<file path="src/rtl/muldiv_seq_pkg.sv">
// Shared definitions for the multi-cycle HI/LO sequencer.
//   - operation encodings for DIV, DIVU, MADD, MADDU, MSUB, MSUBU
//   - controller state enum
//   - stall / ready level constants
//   - is_legal_op(): true for the six supported encodings
package muldiv_seq_pkg;

    typedef logic [2:0] mds_op_t;

    localparam mds_op_t MDS_OP_DIV   = 3'b000;
    localparam mds_op_t MDS_OP_DIVU  = 3'b001;
    localparam mds_op_t MDS_OP_MADD  = 3'b010;
    localparam mds_op_t MDS_OP_MADDU = 3'b011;
    localparam mds_op_t MDS_OP_MSUB  = 3'b100;
    localparam mds_op_t MDS_OP_MSUBU = 3'b101;

    typedef enum logic [2:0] {
        MDS_IDLE,
        MDS_DIV_ON,
        MDS_DIVZERO,
        MDS_MAC_ACC,
        MDS_DONE
    } mds_state_t;

    localparam logic MDS_STOP      = 1'b1;
    localparam logic MDS_NO_STOP   = 1'b0;
    localparam logic MDS_READY     = 1'b1;
    localparam logic MDS_NOT_READY = 1'b0;

    function automatic logic is_legal_op(input mds_op_t op);
        logic legal;
        case (op)
            MDS_OP_DIV, MDS_OP_DIVU, MDS_OP_MADD,
            MDS_OP_MADDU, MDS_OP_MSUB, MDS_OP_MSUBU: legal = 1'b1;
            default:                                 legal = 1'b0;
        endcase
        return legal;
    endfunction

endpackage

</file>
<file path="src/rtl/muldiv_seq_if.sv">
// Request/response bundle between the execute stage and muldiv_seq.
//   master (EX side): drives start_i, op_i, opdata1_i, opdata2_i, hilo_i, annul_i
//   slave (sequencer): drives result_o, ready_o, div_by_zero_o, busy_o, stallreq_o
interface muldiv_seq_if #(
    parameter int DATA_W = 32
);
    import muldiv_seq_pkg::*;

    logic                  start_i;
    mds_op_t               op_i;
    logic [DATA_W-1:0]     opdata1_i;
    logic [DATA_W-1:0]     opdata2_i;
    logic [2*DATA_W-1:0]   hilo_i;
    logic                  annul_i;
    logic [2*DATA_W-1:0]   result_o;
    logic                  ready_o;
    logic                  div_by_zero_o;
    logic                  busy_o;
    logic                  stallreq_o;

    modport master (
        output start_i, op_i, opdata1_i, opdata2_i, hilo_i, annul_i,
        input  result_o, ready_o, div_by_zero_o, busy_o, stallreq_o
    );

    modport slave (
        input  start_i, op_i, opdata1_i, opdata2_i, hilo_i, annul_i,
        output result_o, ready_o, div_by_zero_o, busy_o, stallreq_o
    );

endinterface

</file>
<file path="src/rtl/muldiv_seq_div_step.sv">
// One combinational restoring-division iteration.
//   rem_i     : partial remainder (always < divisor_i)
//   bit_i     : next dividend bit shifted in
//   divisor_i : divisor magnitude
//   rem_o     : new partial remainder
//   q_o       : quotient bit produced by this iteration
module muldiv_seq_div_step #(
    parameter int DATA_W = 32
) (
    input  logic [DATA_W-1:0] rem_i,
    input  logic              bit_i,
    input  logic [DATA_W-1:0] divisor_i,
    output logic [DATA_W-1:0] rem_o,
    output logic              q_o
);

    logic [DATA_W:0] shifted;
    logic [DATA_W:0] diff;

    // shifted < 2*divisor, so the sign of diff fits in the extra top bit
    always_comb begin
        shifted = {rem_i, bit_i};
        diff    = shifted - {1'b0, divisor_i};
        if (!diff[DATA_W]) begin
            rem_o = diff[DATA_W-1:0];
            q_o   = 1'b1;
        end else begin
            rem_o = shifted[DATA_W-1:0];
            q_o   = 1'b0;
        end
    end

endmodule

</file>
<file path="src/rtl/muldiv_seq.sv">
// Multi-cycle sequencer for DIV/DIVU and MADD/MADDU/MSUB/MSUBU.
// Holds the pipeline with stallreq_o until the {HI,LO} result is ready.
//   clk, rst : clock, synchronous active-high reset
//   bus      : muldiv_seq_if slave port carrying the request (start_i, op_i,
//              opdata1_i, opdata2_i, hilo_i, annul_i) and the response
//              (result_o, ready_o, div_by_zero_o, busy_o, stallreq_o)
module muldiv_seq
    import muldiv_seq_pkg::*;
#(
    parameter int DATA_W = 32
) (
    input  logic         clk,
    input  logic         rst,
    muldiv_seq_if.slave  bus
);

    localparam int CNT_W = $clog2(DATA_W);

    mds_state_t            state;
    logic [CNT_W-1:0]      count;
    logic [DATA_W-1:0]     rem_q;
    logic [DATA_W-1:0]     quo_q;
    logic [DATA_W-1:0]     divisor_q;
    logic                  neg_quo_q;
    logic                  neg_rem_q;
    logic [2*DATA_W-1:0]   prod_q;
    logic [2*DATA_W-1:0]   result_q;
    logic                  ready_q;
    logic                  dbz_q;

    logic                  accept;
    logic                  op_is_div;
    logic                  op_signed_div;
    logic                  op_signed_mac;
    logic                  op_is_sub;
    logic [DATA_W-1:0]     abs_a;
    logic [DATA_W-1:0]     abs_b;
    logic [2*DATA_W-1:0]   ext_a;
    logic [2*DATA_W-1:0]   ext_b;
    logic [2*DATA_W-1:0]   product;
    logic [2*DATA_W-1:0]   mac_product;

    logic [DATA_W-1:0]     step_rem;
    logic                  step_q;
    logic [DATA_W-1:0]     raw_quo;
    logic [DATA_W-1:0]     final_quo;
    logic [DATA_W-1:0]     final_rem;

    // Operand preparation for whichever op is being accepted in IDLE.
    // The low 2*DATA_W bits of a sign- or zero-extended product are the
    // correct two's-complement result for both signednesses.
    always_comb begin
        accept        = bus.start_i & is_legal_op(bus.op_i) & ~bus.annul_i;
        op_is_div     = (bus.op_i == MDS_OP_DIV) || (bus.op_i == MDS_OP_DIVU);
        op_signed_div = (bus.op_i == MDS_OP_DIV);
        op_signed_mac = (bus.op_i == MDS_OP_MADD) || (bus.op_i == MDS_OP_MSUB);
        op_is_sub     = (bus.op_i == MDS_OP_MSUB) || (bus.op_i == MDS_OP_MSUBU);

        abs_a = (op_signed_div && bus.opdata1_i[DATA_W-1]) ? -bus.opdata1_i : bus.opdata1_i;
        abs_b = (op_signed_div && bus.opdata2_i[DATA_W-1]) ? -bus.opdata2_i : bus.opdata2_i;

        ext_a = {{DATA_W{op_signed_mac & bus.opdata1_i[DATA_W-1]}}, bus.opdata1_i};
        ext_b = {{DATA_W{op_signed_mac & bus.opdata2_i[DATA_W-1]}}, bus.opdata2_i};
        product     = ext_a * ext_b;
        mac_product = op_is_sub ? -product : product;
    end

    // Dividend bits stream out of the top of quo_q while quotient bits
    // shift in at the bottom, so quo_q ends up holding the quotient.
    muldiv_seq_div_step #(
        .DATA_W (DATA_W)
    ) u_div_step (
        .rem_i     (rem_q),
        .bit_i     (quo_q[DATA_W-1]),
        .divisor_i (divisor_q),
        .rem_o     (step_rem),
        .q_o       (step_q)
    );

    // Sign fix-up applied on the final iteration: the quotient is negated
    // when operand signs differ, the remainder follows the dividend.
    always_comb begin
        raw_quo   = {quo_q[DATA_W-2:0], step_q};
        final_quo = neg_quo_q ? -raw_quo : raw_quo;
        final_rem = neg_rem_q ? -step_rem : step_rem;
    end

    // Controller. An annul or a dropped start_i in any active state returns
    // to IDLE and clears the outputs, taking priority over a completing step.
    always_ff @(posedge clk) begin
        if (rst) begin
            state     <= MDS_IDLE;
            count     <= '0;
            rem_q     <= '0;
            quo_q     <= '0;
            divisor_q <= '0;
            neg_quo_q <= 1'b0;
            neg_rem_q <= 1'b0;
            prod_q    <= '0;
            result_q  <= '0;
            ready_q   <= MDS_NOT_READY;
            dbz_q     <= 1'b0;
        end else if (state != MDS_IDLE && (bus.annul_i || !bus.start_i)) begin
            state    <= MDS_IDLE;
            count    <= '0;
            result_q <= '0;
            ready_q  <= MDS_NOT_READY;
            dbz_q    <= 1'b0;
        end else begin
            case (state)
                MDS_IDLE: begin
                    if (accept) begin
                        count     <= '0;
                        rem_q     <= '0;
                        quo_q     <= abs_a;
                        divisor_q <= abs_b;
                        neg_quo_q <= op_signed_div & (bus.opdata1_i[DATA_W-1] ^ bus.opdata2_i[DATA_W-1]);
                        neg_rem_q <= op_signed_div & bus.opdata1_i[DATA_W-1];
                        prod_q    <= mac_product;
                        if (op_is_div) begin
                            state <= (bus.opdata2_i == '0) ? MDS_DIVZERO : MDS_DIV_ON;
                        end else begin
                            state <= MDS_MAC_ACC;
                        end
                    end
                end
                MDS_DIV_ON: begin
                    rem_q <= step_rem;
                    quo_q <= raw_quo;
                    count <= count + CNT_W'(1);
                    if (count == CNT_W'(DATA_W - 1)) begin
                        result_q <= {final_rem, final_quo};
                        ready_q  <= MDS_READY;
                        state    <= MDS_DONE;
                    end
                end
                MDS_DIVZERO: begin
                    result_q <= '0;
                    dbz_q    <= 1'b1;
                    ready_q  <= MDS_READY;
                    state    <= MDS_DONE;
                end
                MDS_MAC_ACC: begin
                    result_q <= prod_q + bus.hilo_i;
                    ready_q  <= MDS_READY;
                    state    <= MDS_DONE;
                end
                MDS_DONE: begin
                    state <= MDS_DONE;
                end
                default: begin
                    state <= MDS_IDLE;
                end
            endcase
        end
    end

    assign bus.result_o      = result_q;
    assign bus.ready_o       = ready_q;
    assign bus.div_by_zero_o = dbz_q;
    assign bus.busy_o        = (state != MDS_IDLE);
    assign bus.stallreq_o    = (accept && state != MDS_DONE) ? MDS_STOP : MDS_NO_STOP;

endmodule

</file>
<file path="src/flat_wrapper.sv">
// flat-port wrapper written by rule: the top's interface ports become plain ports
module muldiv_seq_flat import muldiv_seq_pkg::*;
#(
    parameter int DATA_W = 32
)
  (clk, rst, bus_start_i, bus_op_i, bus_opdata1_i, bus_opdata2_i, bus_hilo_i, bus_annul_i, bus_result_o, bus_ready_o, bus_div_by_zero_o, bus_busy_o, bus_stallreq_o);
  muldiv_seq_if #(.DATA_W(DATA_W)) bus_i ();
  input  logic clk;
  input  logic rst;
  input wire logic [$bits(bus_i.start_i)-1:0] bus_start_i;
  input wire logic [$bits(bus_i.op_i)-1:0] bus_op_i;
  input wire logic [$bits(bus_i.opdata1_i)-1:0] bus_opdata1_i;
  input wire logic [$bits(bus_i.opdata2_i)-1:0] bus_opdata2_i;
  input wire logic [$bits(bus_i.hilo_i)-1:0] bus_hilo_i;
  input wire logic [$bits(bus_i.annul_i)-1:0] bus_annul_i;
  output wire logic [$bits(bus_i.result_o)-1:0] bus_result_o;
  output wire logic [$bits(bus_i.ready_o)-1:0] bus_ready_o;
  output wire logic [$bits(bus_i.div_by_zero_o)-1:0] bus_div_by_zero_o;
  output wire logic [$bits(bus_i.busy_o)-1:0] bus_busy_o;
  output wire logic [$bits(bus_i.stallreq_o)-1:0] bus_stallreq_o;
  assign bus_i.start_i = bus_start_i;
  assign bus_i.op_i = bus_op_i;
  assign bus_i.opdata1_i = bus_opdata1_i;
  assign bus_i.opdata2_i = bus_opdata2_i;
  assign bus_i.hilo_i = bus_hilo_i;
  assign bus_i.annul_i = bus_annul_i;
  assign bus_result_o = bus_i.result_o;
  assign bus_ready_o = bus_i.ready_o;
  assign bus_div_by_zero_o = bus_i.div_by_zero_o;
  assign bus_busy_o = bus_i.busy_o;
  assign bus_stallreq_o = bus_i.stallreq_o;
  muldiv_seq #(.DATA_W(DATA_W)) u_core (.clk(clk), .rst(rst), .bus(bus_i));
endmodule
</file>
<file path="config.mk">
export PLATFORM = sky130hd
export DESIGN_NAME = muldiv_seq_flat
export DESIGN_NICKNAME = d
export VERILOG_FILES = /design/src/rtl/muldiv_seq_pkg.sv /design/src/rtl/muldiv_seq_if.sv /design/src/rtl/muldiv_seq_div_step.sv /design/src/rtl/muldiv_seq.sv /design/src/flat_wrapper.sv
export SDC_FILE = /design/constraint.sdc
export NUM_CORES = 2
export LEC_CHECK = 0
export ABC_AREA = 0
export CAP_MARGIN = 30
export CORE_ASPECT_RATIO = 0.8
export CORE_MARGIN = 4
export CORE_UTILIZATION = 61
export CTS_BUF_LIST = sky130_fd_sc_hd__clkbuf_16
export CTS_CLUSTER_SIZE = 8
export DETAILED_ROUTE_END_ITERATION = 10
export GPL_TIMING_DRIVEN = 0
export MAX_ROUTING_LAYER = met4
export PLACE_DENSITY = 0.87
export SYNTH_ARGS = -nofsm -noshare
export SYNTH_HDL_FRONTEND = slang
export SYNTH_SLANG_ARGS = --single-unit
export TNS_END_PERCENT = 10
</file>
<file path="constraint.sdc">
create_clock -name clk -period 21.4 [get_ports clk]
set_input_delay 6.42 -clock clk [delete_from_list [all_inputs] [get_ports clk]]
set_output_delay 6.42 -clock clk [all_outputs]
set_load 0.005 [all_outputs]
</file>
# --- Word-level counts from Yosys, hierarchy flattened ---
# Index checks and enable logic that the tools add are counted.
word_totals:
  output_inout_bits: 68
  register_bits: 236
  wordCells: 92
op_classes:
  add_sub_neg: 8
  bitwise: 9
  mux: 24
  reduce_logical: 26
  multipliers: 1
  eq_ne: 13
op_table:
  columns: ["cell", "count"]
  rows:
  - ["two-way mux 32 bit", 7]
  - ["case mux 64 bit (3 select lines)", 1]
  - ["two-way mux 64 bit", 2]
  - ["negator 32 bit", 4]
  - ["case mux 32 bit (2 select lines)", 2]
  - ["adder 64 bit", 1]
  - ["multiplier 33 x 33 -> 64 bit", 1]
  - ["negator 64 bit", 1]
  - ["subtractor 33 x 32 -> 33 bit", 1]
  - ["zero test 32 bit", 1]
  - ["== test 3 x 2 -> 1 bit, second input constant", 4]
  - ["case mux 5 bit (2 select lines)", 1]
  - ["== test 3 bit, second input constant", 3]
  - ["two-way mux 3 bit", 3]
  - ["case mux 3 bit (3 select lines)", 1]
  - ["AND reduction 2 bit", 4]
  - ["AND 1 bit", 6]
  - ["== test 3 x 1 -> 1 bit, second input constant", 2]
  - ["zero test 3 bit", 2]
  - ["AND reduction 3 bit", 2]
  - ["nonzero test 3 bit", 2]
  - ["OR reduction 6 bit", 1]
  - ["adder 5 x 1 -> 5 bit, second input constant", 1]
  - ["== test 5 bit, second input constant", 1]
  - ["other kinds (14)", 27]

# --- Longest topological paths before layout ---
depth:
  word_depth: 7
  depth_mapped: 36
  ltp_nobuf: 33

# --- By module ---
# A second synthesis with hierarchy kept.
unflattened:
  cells_unflattened: 6861
  area_unflattened_um2: 57502.6
modules_own_cells:
  columns: ["mod", "area_each_um2", "seq_area_each_um2", "instances", "cells_each"]
  rows:
  - ["muldiv_seq", 55144.1, 4724.5, 1, 6556]
  - ["muldiv_seq_div_step", 2358.5, 0.0, 1, 305]

# --- Least setup slack after synthesis ---
# No wires, ideal clock.
synth_timing:
  path_kind: "input to register"
  startpoint: "input port bus_op_i[2]"
  endpoint: "register u_core.prod_q[63]"
  path_stages: 33
  arrival_time_ps: 15119
  required_time_ps: 21279
  n_path_buf: 3
  slack_ps: 6160
  cell_sequence: "nand2b_1 > a21oi_1 > and2_0 > clkbuf_1 > clkbuf_1 > nand2_1 > fa_1 > fa_1 > fa_1 > inv_1 > fa_1 > inv_1 > fa_1 > inv_1 > fa_1 > inv_1 > fa_1 > fa_1 > inv_1 > ha_1 > clkbuf_1 > a21o_1 > a21o_1 > a21oi_1 > o221a_2 > a21boi_0 > xnor2_1 > or4_1 > nor3_2 > nand2_1 > o41ai_2 > xnor2_1 > o21ai_1"
synth_via:
  elab_chain_len: 6
synth_lines:
  columns: ["element", "line_no", "text"]
  rows:
  - ["start: declaration", "flat_wrapper.sv:11", "input wire logic [$bits(bus_i.op_i)-1:0] bus_op_i;"]
  - ["== test 3 x 2 -> 1 bit, or another cell as far along", "muldiv_seq_pkg.sv:32, muldiv_seq.sv:56", null]
  - ["logical OR 1 bit or OR reduction 6 bit (tied branches)", "muldiv_seq.sv:56, muldiv_seq_pkg.sv:32", null]
  - ["AND 1 bit, or another cell as far along", "muldiv_seq.sv:62", "ext_a = {{DATA_W{op_signed_mac & bus.opdata1_i[DATA_W-1]}}, bus.opdata1_i};"]
  - ["multiplier 33 x 33 -> 64 bit or AND 1 bit (tied branches)", "muldiv_seq.sv:64, muldiv_seq.sv:53", null]
  - ["negator 64 bit or AND 1 bit (tied branches)", "muldiv_seq.sv:65, muldiv_seq.sv:53", null]
  - ["two-way mux 64 bit or AND reduction 3 bit (tied branches)", null, null]
  - ["end signal: assignment", "muldiv_seq.sv:119", "prod_q <= mac_product;"]
  - ["end: declaration", "muldiv_seq.sv:26", "logic [2*DATA_W-1:0] prod_q;"]
# Parallel ways exist; a longest one is shown, timed or not.
# A chain may end at the register's enable or synchronous reset.

# --- Worst setup path in the final report ---
layout_timing:
  startpoint: "input port bus_op_i[1]"
  endpoint: "register u_core.prod_q[63]"
# Same word-level chain as after synthesis.

==> impl_metrics.ini <==
[worst_setup_path]
crit_required_ns = 21.80
end_kind = flip-flop
r2r-start = u_core.quo_q[31]$_SDFFE_PP0P_
arrival_ns = 18.00
crit_buf_inv = 11
r2r_cells = 27
cp.depth = 36
rrSetupSlack_ns = 14.09
critPathSlowestCell = fa_1
crit_type = in -> reg
r2r-end = u_core.bus.result_o[62]$_SDFFE_PP0P_
critPathMostFrequentCell = fa_1
max_stage_delay_ns = 0.93
crit_family = adder cells
start_kind = primary input
crit_fanout = 11

[yosys]
synthDistinctLibCells = 113
synth_edf_count = 0
synth-warning-count = 0
syn_avg_cell_area_um2 = 8.355
synth_top_cell_area_share = 0.3908
syn_inst = 6909
synth_flop_cell = dfxtp_1
async_flop_share = 0
synthTopCellsByCount = inv_1, fa_1, nand2_1
synth_seq_cells = 236
yosysTopAreaCell = fa_1
yosysMostFrequentCell = inv_1
syn_nets = 8486
yosys-top-cells-area = fa_1, dfxtp_1, inv_1
yosysSeqAreaShare = 0.08184
syn_area_um2 = 57730

[floorplan]
die_x_um = 351.9
dieArea_um2 = 99650
core_um2 = 93460
start_util = 0.6176
die_h_um = 283.2
pin_count = 203
rows = 100

[timing]
tns_ns = 0
rsz0062_at_grt = false
post-route-period-util = 0.8223
maxSlewHeadroom = 0.2035
maxSlewViolCount = 0
hold_viol = 0
finalCriticalPeriod_ns = 17.60
setup_viol = 0
timing.fmax_mhz = 56.83
skew_ns = 0.01258
tightest_slew_ns = 1.182

[final_layout]
layout-drive-gt1-share = 0.02656
synthToLayoutAreaGrowth_pct = 8.590
fin_nets = 8729

[global_routing]
grt_pass1_wl_um = 334700
track_usage = 0.4617
gr-total-overflow = 0
grt_max_degree = 20
antenna_found_initial = 49
grt_pass1_vias = 52857

[detailed_routing]
first_iter_violations = 7898
drc = 0
wire_per_inst_um = 26.79
viasPerCell = 6.383
postRouteAntennaNets = 0
via_count = 53839
first_pass_iters = 8
routed_wl_um = 225900

[clock_tree]
cts_setup_buffers = 0
cts_root_buffer = clkbuf_16
cts_tree = built
clock_latency_ns = 0.53
cts.sinks = 236
hold_buffers = 0
clk_path_buf_depth = 3
numCtsBuffers = 35
ctsResizeCount = 0
htree_levels = 2
clkTransAtPathRegs_ns = 0.06

[hold_path]
min_to = u_core.prod_q[13]$_SDFFE_PP0P_
hold_depth = 2
hold_path_startpoint = u_core.prod_q[13]$_SDFFE_PP0P_
min_path_type = reg -> reg

[placement]
hpwlAfterDp_um = 190200
port-buffer-count = 148
finalWeightedCongestion = 1.099

[outcome]
run_status = finished, final reports clean

[job]
cap_violations = 0
-- final cells by class --
| type | instances | area, µm² |
|---|---|---|
| Antenna cell | 57 | 142.6 |
| Buffer | 432 | 1645 |
| Clock buffer | 36 | 900.9 |
| Multi-Input combinational cell | 5025 | 46800 |
| Inverter | 1216 | 4564 |
| Tap cell | 1224 | 1531 |
| Fill cell | 7611 | 30780 |
| Sequential cell | 236 | 4725 |
| Timing Repair Buffer | 206 | 2323 |
| Clock inverter | 3 | 55.05 |
-- per-layer routing --
layer / part of all wire / wire (µm) / GRT usage / vias to the layer above
li1: - / - / - / 22254
met1: 0.37 / 83150 / 0.5970 / 26440
met2: 0.39 / 88700 / 0.6044 / 4406
met3: 0.19 / 42430 / 0.2396 / 739
met4: 0.052 / 11670 / 0.1897 / 0
met5: 0 / 0 / - / -
-- cells in the final DEF (no fill, tap or decap), types with 86 or more instances in the layout --
cell type / instances
ha_1: 315
and2_1: 318
nor2_1: 429
xor2_1: 114
clkbuf_1: 378
a21oi_1: 275
o21ai_0: 171
clkdlybuf4s50_1: 148
dfxtp_1: 236
a21o_1: 86
fa_1: 1127
xnor2_1: 189
inv_1: 1215
nand2_1: 1010
nor3_1: 95
a211oi_1: 126
-- how the worst max path moves through the flow --
stage	startpoint	end	slack (ns)
3_5_place_dp	bus_op_i[1]	u_core.prod_q[63]$_SDFFE_PP0P_	3.58
2_1_floorplan	bus_op_i[2]	u_core.prod_q[63]$_SDFFE_PP0P_	6.16
5_1_grt	bus_op_i[2]	u_core.prod_q[60]$_SDFFE_PP0P_	3.39
6_report	bus_op_i[1]	u_core.prod_q[63]$_SDFFE_PP0P_	3.80
3_3_place_gp	bus_op_i[2]	u_core.prod_q[63]$_SDFFE_PP0P_	2.61
4_1_cts	bus_op_i[1]	u_core.prod_q[63]$_SDFFE_PP0P_	4.08
-- worst min-delay path, cell delays in order (launching register included) --
cell	delay, ns
dfxtp_1	0.31
nand2_1	0.05
a21oi_1	0.05
-- logic make-up (layout without fill, tap and decap cells) --
kind of cell / after synthesis / count (layout) / synth area share
AO/OA/AOI/OAI: 1072 / 1072 / 0.1264
adder cells (fa/ha/maj): 1442 / 1442 / 0.4591
buffers and inverters: 1648 / 1893 / 0.1075
flip-flops: 236 / 236 / 0.08184
multiplexers: 27 / 27 / 0.004877
XOR/XNOR: 303 / 303 / 0.04597
AND/OR/NAND/NOR: 2181 / 2181 / 0.1742
other: 0 / 57 / 0
-- state kept, by name (all words and copies together) (netlist names) --
register	flops
u_core.bus.result_o	64
u_core.prod_q	64
u_core.divisor_q	32
u_core.quo_q	32
u_core.rem_q	32
u_core.count	5
u_core.state	3
u_core.bus.div_by_zero_o	1
u_core.bus.ready_o	1
u_core.neg_quo_q	1
u_core.neg_rem_q	1
-- stage by stage --
stage          setup slack (ns)  utilization  area [µm²]  hold WS, ns  cells
2_1_floorplan             6.160            -       57730       0.4238   6909
3_3_place_gp              2.606       0.6499       60740       0.4437   8281
3_5_place_dp              3.585       0.6552       61240       0.4579   8315
4_1_cts                   4.078       0.6655       62200       0.4678   8354
5_1_grt                   3.395       0.6703       62650       0.4800   8422
6_report                  3.803       0.6707       62690       0.4675   8435
Power is not shown: default switching activity piles up to over one toggle a cycle in this logic, so the estimate is an artifact.
